[config.mk]
export PLATFORM = sky130hd
export DESIGN_NAME = conv2d_pipe
export DESIGN_NICKNAME = d
export VERILOG_FILES = /design/src/rtl/conv2d_pipe.sv
export SDC_FILE = /design/constraint.sdc
export NUM_CORES = 2
export LEC_CHECK = 0
export ABC_AREA = 0
export CAP_MARGIN = 0
export CORE_MARGIN = 10
export CORE_UTILIZATION = 30
export CTS_CLUSTER_SIZE = 28
export DETAILED_ROUTE_END_ITERATION = 6
export PLACE_DENSITY = 0.41
export SETUP_SLACK_MARGIN = 0.3
export SLEW_MARGIN = 40
export SYNTH_ARGS = -nofsm -noshare
export SYNTH_HDL_FRONTEND = slang
export SYNTH_SLANG_ARGS = --single-unit
[constraint.sdc]
create_clock -name CLK100MHZ -period 5.8 [get_ports CLK100MHZ]
set_input_delay 0.87 -clock CLK100MHZ [delete_from_list [all_inputs] [get_ports CLK100MHZ]]
set_output_delay 0.87 -clock CLK100MHZ [all_outputs]
set_load 0.02 [all_outputs]
[src/rtl/conv2d_pipe.sv]
// conv2d_pipe: M_LEN x M_LEN column-streamed signed convolver, 3-stage MAC pipe.
// Define CONV_SAT_EN to clamp the scaled result instead of wrapping it.
module conv2d_pipe #(
  parameter int BIT_LEN   = 8,
  parameter int M_LEN     = 3,
  parameter int ACC_LEN   = 20,
  parameter int OUT_LEN   = 13,
  parameter int OUT_SHIFT = 7
) (
  input  logic                     CLK100MHZ,
  input  logic                     i_reset,
  input  logic [M_LEN*BIT_LEN-1:0] i_data,
  input  logic                     i_selecK_I,
  input  logic                     i_valid,
  output logic [OUT_LEN-1:0]       o_data,
  output logic                     o_valid
);

  localparam int W  = M_LEN * BIT_LEN;
  localparam int NP = M_LEN * M_LEN;
  localparam int PW = 2 * BIT_LEN;
  localparam int CW = $clog2(M_LEN + 1);

  localparam logic [W-1:0] KCTR =
    W'(1) << ((M_LEN / 2) * BIT_LEN + BIT_LEN - 2);
  localparam logic [OUT_LEN-1:0] OMSB =
    OUT_LEN'(1) << (OUT_LEN - 1);

  typedef enum logic [1:0] {
    FILL,
    RUN,
    KLOAD
  } state_t;

  state_t        state, state_nx;
  logic [CW-1:0] fill_cnt, fill_nx;
  logic          issue, issue_q;
  logic          img_acc, krn_acc;

  assign img_acc = i_valid & i_selecK_I;
  assign krn_acc = i_valid & ~i_selecK_I;

  always_ff @(posedge CLK100MHZ or negedge i_reset) begin
    if (!i_reset) begin
      state    <= FILL;
      fill_cnt <= '0;
      issue_q  <= 1'b0;
    end else begin
      state    <= state_nx;
      fill_cnt <= fill_nx;
      issue_q  <= issue;
    end
  end

  always_comb begin
    state_nx = state;
    fill_nx  = fill_cnt;
    issue    = 1'b0;
    unique case (1'b1)
      krn_acc: begin
        state_nx = KLOAD;
        fill_nx  = '0;
      end
      img_acc: begin
        case (state)
          FILL: begin
            fill_nx = fill_cnt + CW'(1);
            if (fill_cnt == CW'(M_LEN - 1)) begin
              state_nx = RUN;
              issue    = 1'b1;
            end
          end
          RUN: issue = 1'b1;
          KLOAD: begin
            state_nx = FILL;
            fill_nx  = CW'(1);
          end
          default: state_nx = FILL;
        endcase
      end
      default: ;
    endcase
  end

  logic [W-1:0] img [M_LEN];
  logic [W-1:0] krn [M_LEN];

  always_ff @(posedge CLK100MHZ or negedge i_reset) begin
    if (!i_reset) begin
      for (int i = 0; i < M_LEN; i++) begin
        img[i] <= '0;
        krn[i] <= (i == M_LEN / 2) ? KCTR : '0;
      end
    end else if (img_acc) begin
      for (int i = 0; i < M_LEN - 1; i++)
        img[i] <= img[i+1];
      img[M_LEN-1] <= i_data;
    end else if (krn_acc) begin
      for (int i = 0; i < M_LEN - 1; i++)
        krn[i] <= krn[i+1];
      krn[M_LEN-1] <= i_data;
    end
  end

  // S1 samples the window one edge after issue, before any later kernel shift
  logic signed [PW-1:0] prod [NP];
  logic                 v1;

  always_ff @(posedge CLK100MHZ or negedge i_reset) begin
    if (!i_reset) begin
      v1 <= 1'b0;
      for (int i = 0; i < NP; i++)
        prod[i] <= '0;
    end else begin
      v1 <= issue_q;
      if (issue_q) begin
        for (int c = 0; c < M_LEN; c++)
          for (int r = 0; r < M_LEN; r++)
            prod[c*M_LEN+r] <=
              PW'($signed(img[c][r*BIT_LEN +: BIT_LEN])) *
              PW'($signed(krn[c][r*BIT_LEN +: BIT_LEN]));
      end
    end
  end

  logic signed [ACC_LEN-1:0] sum_c, acc_q;
  logic                      v2;

  always_comb begin
    sum_c = '0;
    for (int i = 0; i < NP; i++)
      sum_c = sum_c + ACC_LEN'(prod[i]);
  end

  always_ff @(posedge CLK100MHZ or negedge i_reset) begin
    if (!i_reset) begin
      v2    <= 1'b0;
      acc_q <= '0;
    end else begin
      v2 <= v1;
      if (v1)
        acc_q <= sum_c;
    end
  end

  logic [OUT_LEN-1:0] res_c;

`ifdef CONV_SAT_EN
  localparam logic signed [ACC_LEN-1:0] SMAX =
    ACC_LEN'((64'sd1 <<< (OUT_LEN - 1)) - 64'sd1);
  localparam logic signed [ACC_LEN-1:0] SMIN = ~SMAX;

  logic signed [ACC_LEN-1:0] scaled, sat;

  always_comb begin
    scaled = acc_q >>> OUT_SHIFT;
    sat    = scaled;
    if (scaled > SMAX)
      sat = SMAX;
    else if (scaled < SMIN)
      sat = SMIN;
    res_c = OUT_LEN'(sat) ^ OMSB;
  end
`else
  always_comb begin
    res_c = OUT_LEN'(acc_q >>> OUT_SHIFT) ^ OMSB;
  end
`endif

  always_ff @(posedge CLK100MHZ or negedge i_reset) begin
    if (!i_reset) begin
      o_valid <= 1'b0;
      o_data  <= OMSB;
    end else begin
      o_valid <= v2;
      if (v2)
        o_data <= res_c;
    end
  end

endmodule

==> results.txt <==
The share of the clock period used by the worst path came out at 0.822. The number of setup buffers added after CTS is 0. The initial core utilization came out at 0.302.

The worst hold path belongs to the class primary input to asynchronous set/reset pin. TritonCTS built the clock tree. No sink is reached through more buffers than the 3 on the longest clock path. For the finished layout, the period the worst path requires is 4.77 ns. The number of max-slew violations in the final report is 0. The number of distinct library cells after synthesis came out at 56.

The relative slew slack came out at 0.525. STA classifies the critical path startpoint as a flip-flop. The cell total after placement is 5,281. The area of the core came out at 124,000 um^2. The boundary pin count is 42. The largest individual stage delay along the critical path comes from the cell sky130_fd_sc_hd__fa_1. In this run the critical register-to-register path is launched from prod[13]. The maximum number of pins on one net before global-route repair came out at 127. CTS built an H-tree with a depth of 2.

For the final database, setup skew stands at 0.0463 ns. For this run, the total global-route usage over all layers was measured as 0.146. In this run the clock root is driven by a sky130_fd_sc_hd__clkbuf_16. The simple-gate area share of the yosys netlist came out at 0.118. The initial antenna violation count came out at 0. The number of sinks on the clock net is 322. Leaving out fill and tap cells, the most frequent cell in the layout is sky130_fd_sc_hd__inv_1. The area of all placed cells without fillers came out at 41,300 um^2. In this run, the number of DRC markers left after iteration 0 of detailed routing was 1,071.

Clock tree synthesis inserted a total of 45 buffers. The share of post-route cells with drive strength above 1 came out at 0.0813. The number of non-filler instances in the completed layout is 5,367. The flow ran to the end, and the final reports show no timing, DRC or antenna violations. The number of rows in the core area is 129.

Once detail routing completed, the nets flagged for antenna violations numbered 0. The number of enable flip-flop cells after synthesis is 0. The area of the mapped netlist came out at 37,500 um^2. Counting flops and latches in the post-synthesis netlist gives 322.

The signal on the critical path passes through inv_1, fa_1, inv_1, fa_1, fa_1, inv_1, fa_1, inv_1, ha_1, a21o_1, a21oi_1, o21ai_0, or2_2, or4_1, o211ai_1, o311ai_1. The mean post-synth cell area is 10.2 um^2. The port buffer count is 41. For the final routed database, the setup TNS stands at 0 ns.

For the pin with the worst max-slew slack, the measured transition is 0.712 ns. The overall via count from detail_route is 24,100. The net count after synthesis came out at 4,609. The sequential element share of the synthesized area came out at 0.215. The required time at the worst-slack endpoint came out at 6.29 ns. The clock transition time at the flip-flop clock pins of the worst setup and hold paths came out at 0.06 ns.

The count of endpoints failing hold in the final timing report came out at 0. The terminus of the critical flop-to-flop path is acc_q[19]. The dominant combinational cell family by area after synthesis is adder cells.

Setup repair after global routing left no endpoint under its margin. The portion of netlist area occupied by mux cells came out at 0.0618. The most used flip-flop cell after synthesis is sky130_fd_sc_hd__dfrtp_1. Summed over all nets, the half-perimeter wirelength after detailed placement is 78.6 mm. Of the total synthesized cell area, the portion taken by XOR and XNOR cells is 0.0257.

The worst setup slack for register-to-register paths is 1.03 ns. The post-synthesis instance total came out at 3,693. Routability-driven placement finished with a final weighted congestion of 0.789. The via count of the first global-routing pass was 26,800. The highest fanout seen on the critical path is 5. The placed standard-cell area is 39,700 um^2. The die extent in y is 373 um. The mean number of vias per cell came out at 4.48. The fraction of registers with async set or reset after synthesis is 1.00.

After global routing the overflow that remains totals 0. The achievable frequency is 0.210 GHz. The area growth from synthesis to final layout came out at 10.2%.

The global-route wire length before repair came out at 160 mm. The complex-gate fraction of the synthesized area was 0.0661. STA classifies the critical path endpoint as a flip-flop.

The start-to-end type of the worst setup path is flip-flop to flip-flop. The reported max-cap violation count is 0. The area of the die came out at 139,000 um^2. The critical path data arrival time came out at 5.26 ns.

The fraction of the mapped netlist area in adder cells is 0.418. The final routed wirelength across all metal layers came out at 98.8 mm. The die width is 373 um.

The total iterations of the first detailed-routing run came out at 7. The remaining design rule violation count came out at 0. The number of gates resized after CTS was 0. Leaving out fill and tap cells, the most frequent cells in the layout are 848 x sky130_fd_sc_hd__inv_1, 609 x sky130_fd_sc_hd__fa_1, 366 x sky130_fd_sc_hd__and2_1, 319 x sky130_fd_sc_hd__dfrtp_1, 279 x sky130_fd_sc_hd__ha_1.

The number of warnings issued by yosys is 0. For the worst flop-to-flop path, the logic depth is 16. The wire length per cell is 18.4 um. The worst-skew pair later-pin latency came out at 0.65 ns. The count of nets after finishing is 4,608. The quantity of hold-fixing buffers added after cts is 0. The number of setup violations in the final report came out at 0. The critical path's largest stage delay came out at 0.51 ns.
-- routing by layer --
metal,vias to the layer above,global-route usage,part of all wire
met3,70,0.0180,0.027
met1,12400,0.200,0.48
met2,195,0.245,0.48
met5,-,0,0
li1,11400,-,-
met4,0,0.0308,0.017
-- cell usage after synthesis (58+ instances only) --
library cell | n | area, um^2
sky130_fd_sc_hd__nor2_1 | 108 | 405
sky130_fd_sc_hd__fa_1 | 609 | 12200
sky130_fd_sc_hd__inv_1 | 848 | 3180
sky130_fd_sc_hd__clkbuf_1 | 93 | 349
sky130_fd_sc_hd__o21ai_0 | 105 | 526
sky130_fd_sc_hd__mux2_2 | 195 | 2200
sky130_fd_sc_hd__ha_1 | 279 | 3490
sky130_fd_sc_hd__a21oi_1 | 58 | 290
sky130_fd_sc_hd__dfrtp_1 | 320 | 8010
sky130_fd_sc_hd__nand2_1 | 226 | 848
sky130_fd_sc_hd__and2_1 | 366 | 2290
sky130_fd_sc_hd__xnor2_1 | 93 | 815
-- sequential cells by signal, summed over array words and instances, names as in the netlist --
register and flops:
v2 1, o_data 13, fill_cnt 2, krn 72
v1 1, state 2, o_valid 1, img 72
prod 144, acc_q 13, issue_q 1
-- per-stage QoR --
step,worst slack [ns],hold slack (ns),utilization
2_1_floorplan,1.38,0.391,-
3_3_place_gp,1.02,0.462,0.320
3_5_place_dp,1.05,0.459,0.321
4_1_cts,0.992,0.160,0.333
5_1_grt,0.800,0.219,0.333
6_report,1.03,0.202,0.333
-- cell type report --
type | instances | area (um^2)
Fill cell | 12900 | 82700
Sequential cell | 322 | 8060
Tap cell | 1637 | 2050
Timing Repair Buffer | 52 | 576
Clock inverter | 24 | 259
Inverter | 849 | 3190
Clock buffer | 60 | 1270
Multi-Input combinational cell | 2422 | 25900
Antenna cell | 1 | 2.50
-- logic make-up (layout without fill, tap and decap cells) --
group                      after synthesis  in the layout
other                                    0              1
xor gates and xnor gates               110            110
adders and majority gates              888            888
and+or+nand+nor                        847            847
DFF                                    322            322
muxes                                  207            207
AOI/OAI and AO/OA                      370            370
buffers and inverters                  949            985
-- worst max path at each step --
stage,from,to,slack (ns),cells past startpoint
after detailed placement,prod[13],acc_q[19],1.05,16
after floorplan,prod[104],acc_q[19],1.38,14
after global placement,prod[13],acc_q[19],1.02,16
final,prod[13],acc_q[19],1.03,16
after global routing,krn[24],prod[94],0.80,17
after CTS,prod[13],acc_q[19],0.99,16
-- worst max-delay path, delay by kind of cell (launching register included) --
| kind | cells | cell delay (ns) |
|---|---|---|
| adder cells (fa/ha/maj) | 5 | 2.29 |
| AO/OA/AOI/OAI | 5 | 0.75 |
| AND/OR/NAND/NOR | 2 | 0.72 |
| flip-flops | 1 | 0.46 |
| buffers and inverters | 4 | 0.40 |
Power is not shown: default switching activity piles up to over one toggle a cycle in this logic, so the estimate is an artifact.
